[src/rtl/pipe_ctrl_if.sv]
// ----------------------------------------------------------------------------
// pipe_ctrl_if
// Bundle between the 5-stage core datapath and the hazard/pipeline-control
// unit.
//
// Hazard sources (core -> control):
//   id_rs1, id_rs2, id_uses_rs1, id_uses_rs2   ID-stage operand usage
//   ex_rd, ex_rd_we, ex_is_load                EX-stage destination info
//   ex_redirect, ex_mdiv, ex_trap              EX-stage events
//   mem_wait                                   MEM access outstanding
//
// Pipeline control (control -> core):
//   pc_en, if_id_en, id_ex_en, ex_mem_en, mem_wb_en     register enables
//   if_id_flush, id_ex_flush, ex_mem_flush, mem_wb_flush register flushes
//   mdiv_busy, mdiv_done                                mul/div sequencer
//   stall_cycles                                        stall perf counter
//
// Modports:
//   master : the control unit (consumes hazards, drives enables/flushes)
//   slave  : the core datapath (drives hazards, consumes enables/flushes)
// ----------------------------------------------------------------------------
interface pipe_ctrl_if;
  logic [4:0]  id_rs1;
  logic [4:0]  id_rs2;
  logic        id_uses_rs1;
  logic        id_uses_rs2;
  logic [4:0]  ex_rd;
  logic        ex_rd_we;
  logic        ex_is_load;
  logic        ex_redirect;
  logic        ex_mdiv;
  logic        ex_trap;
  logic        mem_wait;

  logic        pc_en;
  logic        if_id_en;
  logic        id_ex_en;
  logic        ex_mem_en;
  logic        mem_wb_en;
  logic        if_id_flush;
  logic        id_ex_flush;
  logic        ex_mem_flush;
  logic        mem_wb_flush;
  logic        mdiv_busy;
  logic        mdiv_done;
  logic [31:0] stall_cycles;

  modport master (
    input  id_rs1, id_rs2, id_uses_rs1, id_uses_rs2,
    input  ex_rd, ex_rd_we, ex_is_load, ex_redirect, ex_mdiv, ex_trap,
    input  mem_wait,
    output pc_en, if_id_en, id_ex_en, ex_mem_en, mem_wb_en,
    output if_id_flush, id_ex_flush, ex_mem_flush, mem_wb_flush,
    output mdiv_busy, mdiv_done, stall_cycles
  );

  modport slave (
    output id_rs1, id_rs2, id_uses_rs1, id_uses_rs2,
    output ex_rd, ex_rd_we, ex_is_load, ex_redirect, ex_mdiv, ex_trap,
    output mem_wait,
    input  pc_en, if_id_en, id_ex_en, ex_mem_en, mem_wb_en,
    input  if_id_flush, id_ex_flush, ex_mem_flush, mem_wb_flush,
    input  mdiv_busy, mdiv_done, stall_cycles
  );
endinterface

[src/rtl/pipe_ctrl.sv]
// ----------------------------------------------------------------------------
// pipe_ctrl
// Hazard and pipeline-control unit for the 5-stage core. Resolves load-use,
// redirect, trap, memory-wait and multi-cycle mul/div hazards into en/flush
// pairs for the PC and the IF/ID, ID/EX, EX/MEM, MEM/WB registers, and keeps
// a saturating count of cycles in which the PC was held.
//
// Parameters:
//   DIV_CYCLES : EX-stall cycles per mul/div op (2..255)
//   CNT_W      : countdown width, must hold DIV_CYCLES-1
//
// Ports:
//   clk  : clock, rising edge
//   rst  : asynchronous active-high reset
//   bus  : pipe_ctrl_if.master (hazard inputs, enable/flush/status outputs)
// ----------------------------------------------------------------------------
module pipe_ctrl #(
  parameter int DIV_CYCLES = 8,
  parameter int CNT_W      = 8
) (
  input  logic         clk,
  input  logic         rst,
  pipe_ctrl_if.master  bus
);

  if (DIV_CYCLES < 2 || DIV_CYCLES > 255 ||
      (DIV_CYCLES - 1) >= (1 << CNT_W)) begin : g_param_check
    $error("pipe_ctrl: DIV_CYCLES out of range or CNT_W too narrow");
  end

  typedef enum logic {
    RUN  = 1'b0,
    MDIV = 1'b1
  } state_t;

  state_t           state_q;
  state_t           state_nx;
  logic [CNT_W-1:0] cnt_q;
  logic [CNT_W-1:0] cnt_nx;
  logic [31:0]      stall_cnt;

  logic lu;
  logic mdiv_stall;
  logic mdiv_release;

  logic pc_en;
  logic if_id_en;
  logic id_ex_en;
  logic ex_mem_en;
  logic mem_wb_en;
  logic if_id_flush;
  logic id_ex_flush;
  logic ex_mem_flush;
  logic mem_wb_flush;
  logic mdiv_busy;
  logic mdiv_done;

  function automatic logic [31:0] sat_inc32(input logic [31:0] v);
    return (v == 32'hFFFF_FFFF) ? v : v + 32'd1;
  endfunction

  // Load in EX whose result is needed by the instruction in ID. x0 never
  // creates a dependency.
  assign lu = bus.ex_is_load && bus.ex_rd_we && (bus.ex_rd != 5'd0) &&
              ((bus.id_uses_rs1 && (bus.id_rs1 == bus.ex_rd)) ||
               (bus.id_uses_rs2 && (bus.id_rs2 == bus.ex_rd)));

  // The first stall cycle is the RUN cycle in which the op shows up in EX;
  // the countdown then covers the remaining DIV_CYCLES-1 cycles.
  assign mdiv_stall   = ((state_q == MDIV) && (cnt_q != '0)) ||
                        ((state_q == RUN) && bus.ex_mdiv);
  assign mdiv_release = (state_q == MDIV) && (cnt_q == '0) &&
                        !bus.mem_wait && !bus.ex_trap;

  // ---- state register ------------------------------------------------------
  always_ff @(posedge clk or posedge rst) begin
    if (rst) begin
      state_q <= RUN;
      cnt_q   <= '0;
    end else begin
      state_q <= state_nx;
      cnt_q   <= cnt_nx;
    end
  end

  // ---- next state ----------------------------------------------------------
  always_comb begin
    state_nx = state_q;
    cnt_nx   = cnt_q;
    if (bus.ex_trap) begin
      state_nx = RUN;
      cnt_nx   = '0;
    end else begin
      unique case (state_q)
        RUN: begin
          if (bus.ex_mdiv) begin
            state_nx = MDIV;
            cnt_nx   = CNT_W'(DIV_CYCLES - 1);
          end
        end
        MDIV: begin
          // Countdown keeps running through mem_wait; only the release
          // itself waits for MEM to complete.
          if (cnt_q != '0) begin
            cnt_nx = cnt_q - CNT_W'(1);
          end else if (!bus.mem_wait) begin
            state_nx = RUN;
          end
        end
        default: begin
          state_nx = RUN;
          cnt_nx   = '0;
        end
      endcase
    end
  end

  // ---- enable / flush resolution -------------------------------------------
  always_comb begin
    pc_en        = 1'b1;
    if_id_en     = 1'b1;
    id_ex_en     = 1'b1;
    ex_mem_en    = 1'b1;
    mem_wb_en    = 1'b1;
    if_id_flush  = 1'b0;
    id_ex_flush  = 1'b0;
    ex_mem_flush = 1'b0;
    mem_wb_flush = 1'b0;
    mdiv_busy    = (state_q == MDIV);
    mdiv_done    = mdiv_release;

    if (rst) begin
      pc_en     = 1'b0;
      if_id_en  = 1'b0;
      id_ex_en  = 1'b0;
      ex_mem_en = 1'b0;
      mem_wb_en = 1'b0;
      mdiv_busy = 1'b0;
      mdiv_done = 1'b0;
    end else if (bus.ex_trap) begin
      // The trapping instruction never reaches MEM, so mem_wait is moot.
      if_id_flush  = 1'b1;
      id_ex_flush  = 1'b1;
      ex_mem_flush = 1'b1;
    end else if (bus.mem_wait) begin
      // Freeze everything; WB gets a bubble so the MEM instruction is
      // written back only once, when it finally completes.
      pc_en        = 1'b0;
      if_id_en     = 1'b0;
      id_ex_en     = 1'b0;
      ex_mem_en    = 1'b0;
      mem_wb_en    = 1'b0;
      mem_wb_flush = 1'b1;
    end else if (mdiv_stall) begin
      pc_en        = 1'b0;
      if_id_en     = 1'b0;
      id_ex_en     = 1'b0;
      ex_mem_flush = 1'b1;
    end else if (bus.ex_redirect) begin
      // Wrong-path instructions in IF/ID and ID are squashed, which also
      // makes any load-use dependency on them irrelevant.
      if_id_flush = 1'b1;
      id_ex_flush = 1'b1;
    end else if (lu) begin
      pc_en       = 1'b0;
      if_id_en    = 1'b0;
      id_ex_flush = 1'b1;
    end
  end

  // ---- stall performance counter -------------------------------------------
  always_ff @(posedge clk or posedge rst) begin
    if (rst) begin
      stall_cnt <= '0;
    end else if (!pc_en) begin
      stall_cnt <= sat_inc32(stall_cnt);
    end
  end

  assign bus.pc_en        = pc_en;
  assign bus.if_id_en     = if_id_en;
  assign bus.id_ex_en     = id_ex_en;
  assign bus.ex_mem_en    = ex_mem_en;
  assign bus.mem_wb_en    = mem_wb_en;
  assign bus.if_id_flush  = if_id_flush;
  assign bus.id_ex_flush  = id_ex_flush;
  assign bus.ex_mem_flush = ex_mem_flush;
  assign bus.mem_wb_flush = mem_wb_flush;
  assign bus.mdiv_busy    = mdiv_busy;
  assign bus.mdiv_done    = mdiv_done;
  assign bus.stall_cycles = stall_cnt;

endmodule

[src/flat_wrapper.sv]
// flat-port wrapper written by rule: the top's interface ports become plain ports
module pipe_ctrl_flat 
#(
  parameter int DIV_CYCLES = 8,
  parameter int CNT_W      = 8
)
  (clk, rst, bus_id_rs1, bus_id_rs2, bus_id_uses_rs1, bus_id_uses_rs2, bus_ex_rd, bus_ex_rd_we, bus_ex_is_load, bus_ex_redirect, bus_ex_mdiv, bus_ex_trap, bus_mem_wait, bus_pc_en, bus_if_id_en, bus_id_ex_en, bus_ex_mem_en, bus_mem_wb_en, bus_if_id_flush, bus_id_ex_flush, bus_ex_mem_flush, bus_mem_wb_flush, bus_mdiv_busy, bus_mdiv_done, bus_stall_cycles);
  pipe_ctrl_if bus_i ();
  input  logic clk;
  input  logic rst;
  input wire logic [$bits(bus_i.id_rs1)-1:0] bus_id_rs1;
  input wire logic [$bits(bus_i.id_rs2)-1:0] bus_id_rs2;
  input wire logic [$bits(bus_i.id_uses_rs1)-1:0] bus_id_uses_rs1;
  input wire logic [$bits(bus_i.id_uses_rs2)-1:0] bus_id_uses_rs2;
  input wire logic [$bits(bus_i.ex_rd)-1:0] bus_ex_rd;
  input wire logic [$bits(bus_i.ex_rd_we)-1:0] bus_ex_rd_we;
  input wire logic [$bits(bus_i.ex_is_load)-1:0] bus_ex_is_load;
  input wire logic [$bits(bus_i.ex_redirect)-1:0] bus_ex_redirect;
  input wire logic [$bits(bus_i.ex_mdiv)-1:0] bus_ex_mdiv;
  input wire logic [$bits(bus_i.ex_trap)-1:0] bus_ex_trap;
  input wire logic [$bits(bus_i.mem_wait)-1:0] bus_mem_wait;
  output wire logic [$bits(bus_i.pc_en)-1:0] bus_pc_en;
  output wire logic [$bits(bus_i.if_id_en)-1:0] bus_if_id_en;
  output wire logic [$bits(bus_i.id_ex_en)-1:0] bus_id_ex_en;
  output wire logic [$bits(bus_i.ex_mem_en)-1:0] bus_ex_mem_en;
  output wire logic [$bits(bus_i.mem_wb_en)-1:0] bus_mem_wb_en;
  output wire logic [$bits(bus_i.if_id_flush)-1:0] bus_if_id_flush;
  output wire logic [$bits(bus_i.id_ex_flush)-1:0] bus_id_ex_flush;
  output wire logic [$bits(bus_i.ex_mem_flush)-1:0] bus_ex_mem_flush;
  output wire logic [$bits(bus_i.mem_wb_flush)-1:0] bus_mem_wb_flush;
  output wire logic [$bits(bus_i.mdiv_busy)-1:0] bus_mdiv_busy;
  output wire logic [$bits(bus_i.mdiv_done)-1:0] bus_mdiv_done;
  output wire logic [$bits(bus_i.stall_cycles)-1:0] bus_stall_cycles;
  assign bus_i.id_rs1 = bus_id_rs1;
  assign bus_i.id_rs2 = bus_id_rs2;
  assign bus_i.id_uses_rs1 = bus_id_uses_rs1;
  assign bus_i.id_uses_rs2 = bus_id_uses_rs2;
  assign bus_i.ex_rd = bus_ex_rd;
  assign bus_i.ex_rd_we = bus_ex_rd_we;
  assign bus_i.ex_is_load = bus_ex_is_load;
  assign bus_i.ex_redirect = bus_ex_redirect;
  assign bus_i.ex_mdiv = bus_ex_mdiv;
  assign bus_i.ex_trap = bus_ex_trap;
  assign bus_i.mem_wait = bus_mem_wait;
  assign bus_pc_en = bus_i.pc_en;
  assign bus_if_id_en = bus_i.if_id_en;
  assign bus_id_ex_en = bus_i.id_ex_en;
  assign bus_ex_mem_en = bus_i.ex_mem_en;
  assign bus_mem_wb_en = bus_i.mem_wb_en;
  assign bus_if_id_flush = bus_i.if_id_flush;
  assign bus_id_ex_flush = bus_i.id_ex_flush;
  assign bus_ex_mem_flush = bus_i.ex_mem_flush;
  assign bus_mem_wb_flush = bus_i.mem_wb_flush;
  assign bus_mdiv_busy = bus_i.mdiv_busy;
  assign bus_mdiv_done = bus_i.mdiv_done;
  assign bus_stall_cycles = bus_i.stall_cycles;
  pipe_ctrl #(.DIV_CYCLES(DIV_CYCLES), .CNT_W(CNT_W)) u_core (.clk(clk), .rst(rst), .bus(bus_i));
endmodule
[config.mk]
export PLATFORM = sky130hd
export DESIGN_NAME = pipe_ctrl_flat
export DESIGN_NICKNAME = d
export VERILOG_FILES = /design/src/rtl/pipe_ctrl_if.sv /design/src/rtl/pipe_ctrl.sv /design/src/flat_wrapper.sv
export SDC_FILE = /design/constraint.sdc
export NUM_CORES = 1
export LEC_CHECK = 0
export ABC_AREA = 1
export BUFFER_PORTS_ARGS = -buffer_cell sky130_fd_sc_hd__buf_2
export CAP_MARGIN = 20
export CORE_MARGIN = 4
export CORE_UTILIZATION = 45
export DETAILED_ROUTE_END_ITERATION = 8
export PLACE_DENSITY = 0.71
export SLEW_MARGIN = 20
export SYNTH_ARGS = -nofsm -noshare
export SYNTH_HDL_FRONTEND = slang
export SYNTH_SLANG_ARGS = --single-unit
export TNS_END_PERCENT = 50
[constraint.sdc]
create_clock -name clk -period 2 [get_ports clk]
set_input_delay 0 -clock clk [delete_from_list [all_inputs] [get_ports clk]]
set_output_delay 0 -clock clk [all_outputs]
set_load 0.01 [all_outputs]
; ---- Yosys cells after proc, flatten, opt, wreduce, memory -nomap -nowiden
; Cells that the tools add are included.
[totals]
regBits = 41
inputBits = 25
out_inout_bits = 43
wordCells = 73
[op_classes]
addsub = 2
eq_ne = 5
n_mux = 41
n_bitwise = 3
reduce_logical = 19
[op_table]
columns = op, n
row1 = $mux W1, 36
row2 = $add A32 B1 Y32 const B, 1
row3 = $eq A32 B32 Y1 const B, 1
row4 = $mux W8, 3
row5 = $pmux W8 S2, 1
row6 = $eq A5 B5 Y1, 2
row7 = $logic_and A1 B1 Y1, 10
row8 = $logic_not A8 Y1, 1
row9 = $reduce_bool A8 Y1, 1
row10 = $sub A8 B1 Y8 const B, 1
row11 = $ne A3 B3 Y1 const B, 2
row12 = $reduce_bool A5 Y1, 1
row13 = $reduce_and A2 Y1, 2
row14 = $not A1 Y1, 3
row15 = $logic_not A1 Y1, 2
row16 = $logic_or A1 B1 Y1, 2
row17 = $pmux W1 S2, 1

; ---- Depth between registers and ports, before layout
; Gate-level depths: netlist (run 1).
[logic_depth]
depth_word = 12
ltp_mapped = 12
mapped_depth_nobuf = 11

; ---- Least setup slack after synthesis (run 1)
; OpenSTA, ideal clock, no wires.
[synth_timing]
path_type = input port to output port
startpoint = input port rst
endpoint = output port bus_pc_en
t_arrival_ns = 2.004
required_time_ns = 2.000
slack_ns = -0.004
cell_stages = 7
path_buffers = 2
path_cell_list = inv_1 -> nand2_1 -> o21ai_2 -> nand2_2 -> clkbuf_1 -> inv_1 -> buf_4
[synth_between]
elab_chain_len = 1
[synth_rtl]
columns = element, line
row1 = start: declaration, flat_wrapper.sv:10  ; input logic rst;
row2 = $mux W1, n/a
row3 = end: declaration, flat_wrapper.sv:22  ; output wire logic [$bits(bus_i.pc_en)-1:0] bus_pc_en;
; No other way between the ends.

; ---- Worst setup path in the final report (run 1)
[layout_timing]
startpoint = register u_core.cnt_q[0]
endpoint = output port bus_if_id_en
[layout_between]
elab_chain_len = 7
[layout_rtl]
columns = element, line
row1 = start: declaration, pipe_ctrl.sv:38  ; logic [CNT_W-1:0] cnt_q;
row2 = start signal: assignment, pipe_ctrl.sv:82  ; cnt_q <= cnt_nx;
row3 = $reduce_bool A8 Y1, pipe_ctrl.sv:70  ; assign mdiv_stall = ((state_q == MDIV) && (cnt_q != '0)) ||
row4 = $logic_and A1 B1 Y1, pipe_ctrl.sv:70
row5 = $logic_or A1 B1 Y1, pipe_ctrl.sv:70
row6 = $mux W1, pipe_ctrl.sv:154  ; end else if (mdiv_stall) begin
row7 = $mux W1, pipe_ctrl.sv:145  ; end else if (bus.mem_wait) begin
row8 = $mux W1, pipe_ctrl.sv:140  ; end else if (bus.ex_trap) begin
row9 = $mux W1, pipe_ctrl.sv:132  ; if (rst) begin
row10 = end: declaration, flat_wrapper.sv:23  ; output wire logic [$bits(bus_i.if_id_en)-1:0] bus_if_id_en;
; No other way between the ends.

==> results of run 1 <==
[kinds of logic after synthesis]
logic type / count (synthesis) / share of synthesized area
buf+inv: 70 / 0.09649
compound gates: 18 / 0.03298
fa+ha+maj: 3 / 0.01222
simple gates: 341 / 0.4760
xor+xnor: 17 / 0.04845
flops: 41 / 0.3339
[registers in the layout, summed over array words and instances (netlist names)]
signal and flops:
u_core.state_q 1, u_core.bus.stall_cycles 32, u_core.cnt_q 8
[worst paths after layout]
kind	to	start	cells past startpoint	slack, ns
min in group asynchronous	u_core.state_q$_DFF_PP0_	rst	3	0.23
min	u_core.cnt_q[4]$_DFFE_PP0P_	bus_ex_mdiv	4	0.07
min reg2reg	u_core.cnt_q[7]$_DFFE_PP0P_	u_core.cnt_q[7]$_DFFE_PP0P_	2	0.52
max	bus_if_id_en	u_core.cnt_q[0]$_DFFE_PP0P_	10	0.10
max in group asynchronous	u_core.bus.stall_cycles[8]$_DFFE_PP0P_	rst	4	1.09
max reg2reg	u_core.bus.stall_cycles[0]$_DFFE_PP0P_	u_core.cnt_q[0]$_DFFE_PP0P_	11	0.19
[cells in the mapped netlist (2+ instances only)]
| cell type | instances | area [um^2] |
|---|---|---|
| nand2_1 | 191 | 716.9 |
| nor2_1 | 59 | 221.5 |
| inv_1 | 58 | 217.7 |
| nand3_1 | 50 | 250.2 |
| dfrtp_1 | 41 | 1026 |
| xor2_1 | 17 | 148.9 |
| nor3_1 | 16 | 80.08 |
| nand3b_1 | 12 | 90.09 |
| o21ai_0 | 9 | 45.04 |
| nand4_1 | 6 | 37.54 |
| a21oi_1 | 5 | 25.02 |
| clkbuf_1 | 4 | 15.01 |
| buf_2 | 3 | 15.01 |
| buf_6 | 3 | 33.78 |
| ha_1 | 3 | 37.54 |
| buf_4 | 2 | 15.01 |
| nand2_2 | 2 | 12.51 |
| o21ai_2 | 2 | 17.52 |
[power groups by stage]
stage          logic (mW)  clock network [mW]  registers [mW]
2_1_floorplan       0.513                   0            1.03
3_3_place_gp        0.773                   0            1.00
3_5_place_dp        0.791                   0            1.00
4_1_cts             0.828               0.567           0.989
5_1_grt             0.976               0.606            1.00
6_report            0.849               0.548           0.992
[cell type report]
| class | instances | area [um^2] |
|---|---|---|
| fillers | 638 | 2784 |
| well taps | 77 | 96.34 |
| repair buffers | 87 | 501.7 |
| clock buffers | 7 | 86.33 |
| multi-input cells | 379 | 1779 |
| inverters | 58 | 221.5 |
| flip-flops and latches | 41 | 1026 |
[through the flow]
| stage | utilization | std cells | power (mW) |
|---|---|---|---|
| 2_1_floorplan | - | 490 | 1.539 |
| 3_3_place_gp | 0.5454 | 637 | 1.774 |
| 3_5_place_dp | 0.5454 | 637 | 1.796 |
| 4_1_cts | 0.5658 | 649 | 2.383 |
| 5_1_grt | 0.5714 | 649 | 2.587 |
| 6_report | 0.5714 | 649 | 2.389 |
[repair_timing]
item | 4_1_cts | 5_1_grt
setup endpoints to repair | 2 | 36
setup buffers | 3 | 0
pin swaps | 4 | 2
hold buffers | 2 | 0
resized for setup | 2 | 9
hold endpoints to repair | 7 | 0
[metal layers]
layer | wire [um] | global-route usage | part of all wire
met5 | 0 | 0 | 0
met4 | 123 | 0.05995 | 0.015
met3 | 477 | 0.03917 | 0.057
met2 | 4106 | 0.3527 | 0.49
met1 | 3698 | 0.2756 | 0.44
[worst max-delay path: stages (launching register included)]
cell and delay, ns:
dfrtp_1 0.38, inv_2 0.09, ha_2 0.18, nand3_2 0.09, o21ai_2 0.18, nand2_2 0.10, o21ai_4 0.15, nand2_2 0.07
buf_6 0.16, inv_1 0.07, buf_2 0.12
==> flow_summary.json, run 1 <==
{
  "max_slew_margin": 0.6972,
  "dieArea_um2": 8215,
  "cts_root_buf": "clkbuf_8",
  "mostFrequentLayoutCell": "nand2_1",
  "p_seq_frac": 0.415,
  "critPathRequiredTime_ns": 2.00,
  "grt_pass1_vias": 3100,
  "path_class": "register to output port",
  "place_congestion": 0.9582,
  "tightest_slew_ns": 0.4543,
  "power.switching_mw": 0.8769,
  "avgSynthCellArea_um2": 6.271,
  "synth_cell_types": 25,
  "critical_path_arrival_ns": 1.90,
  "p_clk_frac": 0.229,
  "hold_viol_final": 0,
  "antenna_cells": 0,
  "fp.dieH_um": 90.64,
  "grt_usage": 0.2104,
  "timing.hold.ws_ns": 0.06688,
  "port_buffers": 67,
  "p_sw_frac": 0.3670,
  "numCtsBuffers": 5,
  "setup-tns-final_ns": 0,
  "cts_tree": "done",
  "max_freq_ghz": 0.5268,
  "powerDensity_nw_per_um2": 643.8,
  "slew_viol_final": 0,
  "detail-route-antenna-nets": 0,
  "endpoint_kind": "output port",
  "cts.sinks": 41,
  "yosys_warnings": 0,
  "core_area_um2": 6495,
  "synth_fp_nets": 518,
  "period_needed_ns": 1.898,
  "drt_iter0_drc": 208,
  "antenna_found_initial": 0,
  "synth-edff-count": 0,
  "drv_cap": 0,
  "ys.flop_type": "dfrtp_1",
  "route.vias.total": 3381,
  "pre_cts_ws_ns": 0.02353,
  "initial_utilization": 0.4731,
  "cts.clk_slew.worst_paths_ns": 0.07,
  "grt_pass1_wl_um": 14350,
  "drive_gt1_frac": 0.1836,
  "netlist_instances": 490,
  "power_frac_comb": 0.356,
  "skew_ns": 0.006714,
  "grt_overflow": 0,
  "cts_buffer_depth": 2,
  "internal-power_mw": 1.512,
  "leakagePower_nw": 2.051,
  "syn2layout_area_growth_pct": 20.77,
  "seq_area_frac_synth": 0.3339,
  "finalSetupViolCount": 0,
  "status": "finished clean",
  "hp-class": "primary input to register",
  "avgViaCountPerCell": 5.210,
  "dpl.hpwl_um": 6480,
  "firstDrtPassIters": 5,
  "insertion_delay_ns": 0.29,
  "ioPinCount": 68,
  "fin_ws_ns": 0.1017,
  "yosys_register_bits": 41,
  "htree_num_levels": 2,
  "drcViolationCount": 0,
  "synth_area_um2": 3073,
  "rsz0062_at_grt": "yes",
  "place_area_um2": 3542,
  "drt-total-wl_um": 8404,
  "wl_per_cell_um": 12.95,
  "die_w_um": 90.64,
  "ir_drop_v": 0.0004219,
  "stdcell_area_um2": 3711,
  "num-nets-final": 600,
  "path_max_fanout": 17,
  "core.rowCount": 29,
  "grt_max_degree": 36,
  "layout_common_cells": "nand2_1 (191), buf_2 (67), nor2_1 (57), inv_1 (55), nand3_1 (49)",
  "synth_async_sr_flop_share": 1.000,
  "post-route-period-util": 0.9491,
  "crit_path_start_kind": "register"
}
No activity file was read; power rests on OpenSTA's default activity.
==> run 2: changes to the inputs <==
==> constraint.sdc (replaced) <==
create_clock -name clk -period 1.95 [get_ports clk]
set_input_delay 0 -clock clk [delete_from_list [all_inputs] [get_ports clk]]
set_output_delay 0 -clock clk [all_outputs]
set_load 0.01 [all_outputs]
==> run 2 against run 1 <==
Sequential power about the same. Register-to-register slack got worse by 0.05 ns. Routed wire length increased by 5.0%. Core utilization increased by 3.5 points. Via count increased by 1.9%. Worst hold slack got worse by 0.00099 ns. Cell area increased by 6.2%. Sequential share of layout area decreased by 1.6 points. Critical path depth unchanged. First-iteration DRC count increased by 26%. Total power increased by 16%.
==> flow_summary.json, run 2 (synthesized netlist as in run 1, its figures left out) <==
{
  "drcViolationCount": 0,
  "cp_num_buf_inv": 4,
  "grt_usage": 0.2116,
  "num-nets-final": 615,
  "fp.dieH_um": 90.64,
  "slew_viol_final": 0,
  "path_class": "register to output port",
  "layout_common_cells": "nand2_1 (190), buf_2 (67), inv_1 (54), nor2_1 (54), nand3_1 (49)",
  "timing.hold.ws_ns": 0.06590,
  "core_area_um2": 6495,
  "hold_viol_final": 0,
  "powerDensity_nw_per_um2": 704.5,
  "drt_iter0_drc": 262,
  "cts.sinks": 41,
  "dpl.hpwl_um": 6540,
  "avgViaCountPerCell": 5.182,
  "firstDrtPassIters": 5,
  "syn2layout_area_growth_pct": 28.26,
  "dieArea_um2": 8215,
  "die_w_um": 90.64,
  "ir_drop_v": 0.0005366,
  "grt_max_degree": 36,
  "mostFrequentLayoutCell": "nand2_1",
  "core.rowCount": 29,
  "pre_cts_ws_ns": 0.07291,
  "cts_tree": "done",
  "detail-route-antenna-nets": 0,
  "p_total_mw": 2.777,
  "antenna_cells": 0,
  "status": "finished clean",
  "endpoint_kind": "output port",
  "crit_family": "buffers and inverters",
  "stdcell_area_um2": 3941,
  "grt_overflow": 0,
  "fin_ws_ns": 0.1169,
  "period_needed_ns": 1.833,
  "cts_root_buf": "clkbuf_8",
  "critical_path_arrival_ns": 1.83,
  "cts_buffer_depth": 2,
  "drt-total-wl_um": 8828,
  "path_max_fanout": 7,
  "place_area_um2": 3595,
  "crit_path_start_kind": "register",
  "port_buffers": 67,
  "crit_slowest_cell": "dfrtp_1",
  "leakagePower_nw": 2.163,
  "grt_pass1_vias": 3241,
  "finalSetupViolCount": 0,
  "drive_gt1_frac": 0.2160,
  "drv_cap": 0,
  "gr-max-usage-layer": "met2",
  "max_slew_margin": 0.6839,
  "path_cells": "inv_2 > ha_4 > nand3_4 > o21ai_4 > nand2_2 > o21ai_4 > nand2_4 > buf_12 > inv_2 > buf_2",
  "cts.clk_slew.worst_paths_ns": 0.08,
  "route.vias.total": 3446,
  "hp-start": "bus_ex_mdiv",
  "grt_use_met2": 0.3533,
  "slowest_delay_ns": 0.39,
  "ioPinCount": 68,
  "wl_per_cell_um": 13.28,
  "skew_ns": 0.006407,
  "initial_utilization": 0.4731,
  "hp-class": "primary input to register",
  "critPathLaunch": "u_core.cnt_q[1]$_DFFE_PP0P_",
  "place_congestion": 0.9519,
  "max_freq_ghz": 0.5455,
  "numCtsBuffers": 5,
  "htree_num_levels": 2,
  "insertion_delay_ns": 0.30,
  "tightest_slew_ns": 0.4705,
  "critPathRequiredTime_ns": 1.95,
  "reg2reg_from": "u_core.cnt_q[1]$_DFFE_PP0P_",
  "met3_usage": 0.03500,
  "antenna_found_initial": 0,
  "setup-tns-final_ns": 0,
  "grt_pass1_wl_um": 14680,
  "largest_reg_flops": 32,
  "grt_util_met1": 0.2805,
  "post-route-period-util": 0.9401
}
## run 2: cell count changes in the layout (fill, tap and decap cells not counted), moves of 2 or more
cell / before / now
buf_6: 3 / 1
buf_4: 15 / 29
buf_12: 0 / 2
nor2_2: 2 / 5
nor2_1: 57 / 54
## run 2: layout make-up
class                      instances  area [um^2]
inverter                          58        221.5
clock inverter                     2        37.54
tap                               77        96.34
timing repair buffer             102        649.4
fill                             610         2554
multi-input combinational        379         1828
clock buffer                       6        82.58
sequential                        41         1026
## run 2: worst paths after layout
check,to,slack [ns],cells past startpoint
setup reg to reg,u_core.bus.stall_cycles[22]$_DFFE_PP0P_,0.14,11
setup / recovery,bus_pc_en,0.12,10
hold / removal,u_core.cnt_q[4]$_DFFE_PP0P_,0.07,4
hold reg to reg,u_core.bus.stall_cycles[3]$_DFFE_PP0P_,0.54,2
min in group asynchronous,u_core.cnt_q[0]$_DFFE_PP0P_,0.21,3
max in group asynchronous,u_core.bus.stall_cycles[21]$_DFFE_PP0P_,1.06,4
## run 2: what timing repair did
item / in CTS / in global routing
gates cloned: 0 / 1
endpoints found under the hold margin: 7 / 0
setup buffers: 3 / 7
gates resized for setup: 1 / 24
pin swaps: 4 / 5
hold buffers: 2 / 0
endpoints found under the setup margin: 2 / 40
## run 2: layer usage
layer | vias up | share of wire | wire length (um)
met5 | - | 0 | 0
met4 | 0 | 0.016 | 140
met3 | 17 | 0.051 | 446
met2 | 102 | 0.49 | 4289
met1 | 1599 | 0.45 | 3951
li1 | 1728 | - | -
## run 2: metrics by stage
step | std cells | util
finish | 665 | 0.6068
global route | 665 | 0.6068
CTS | 657 | 0.5791
detailed placement | 644 | 0.5535
global placement | 644 | 0.5535
floorplan | 490 | -
## run 2: power breakdown
group / switching [mW] / total [mW] / internal [mW]
combinational: 0.604 / 1.05 / 0.441
sequential: 0.0717 / 1.01 / 0.934
clock: 0.309 / 0.726 / 0.416
## run 2: worst register-to-register path, delay by kind of cell, from the launching register on
kind	cells	cell delay (ns)
flip-flops	1	0.39
AO/OA/AOI/OAI	2	0.34
AND/OR/NAND/NOR	5	0.41
buffers and inverters	3	0.41
adder cells (fa/ha/maj)	1	0.16
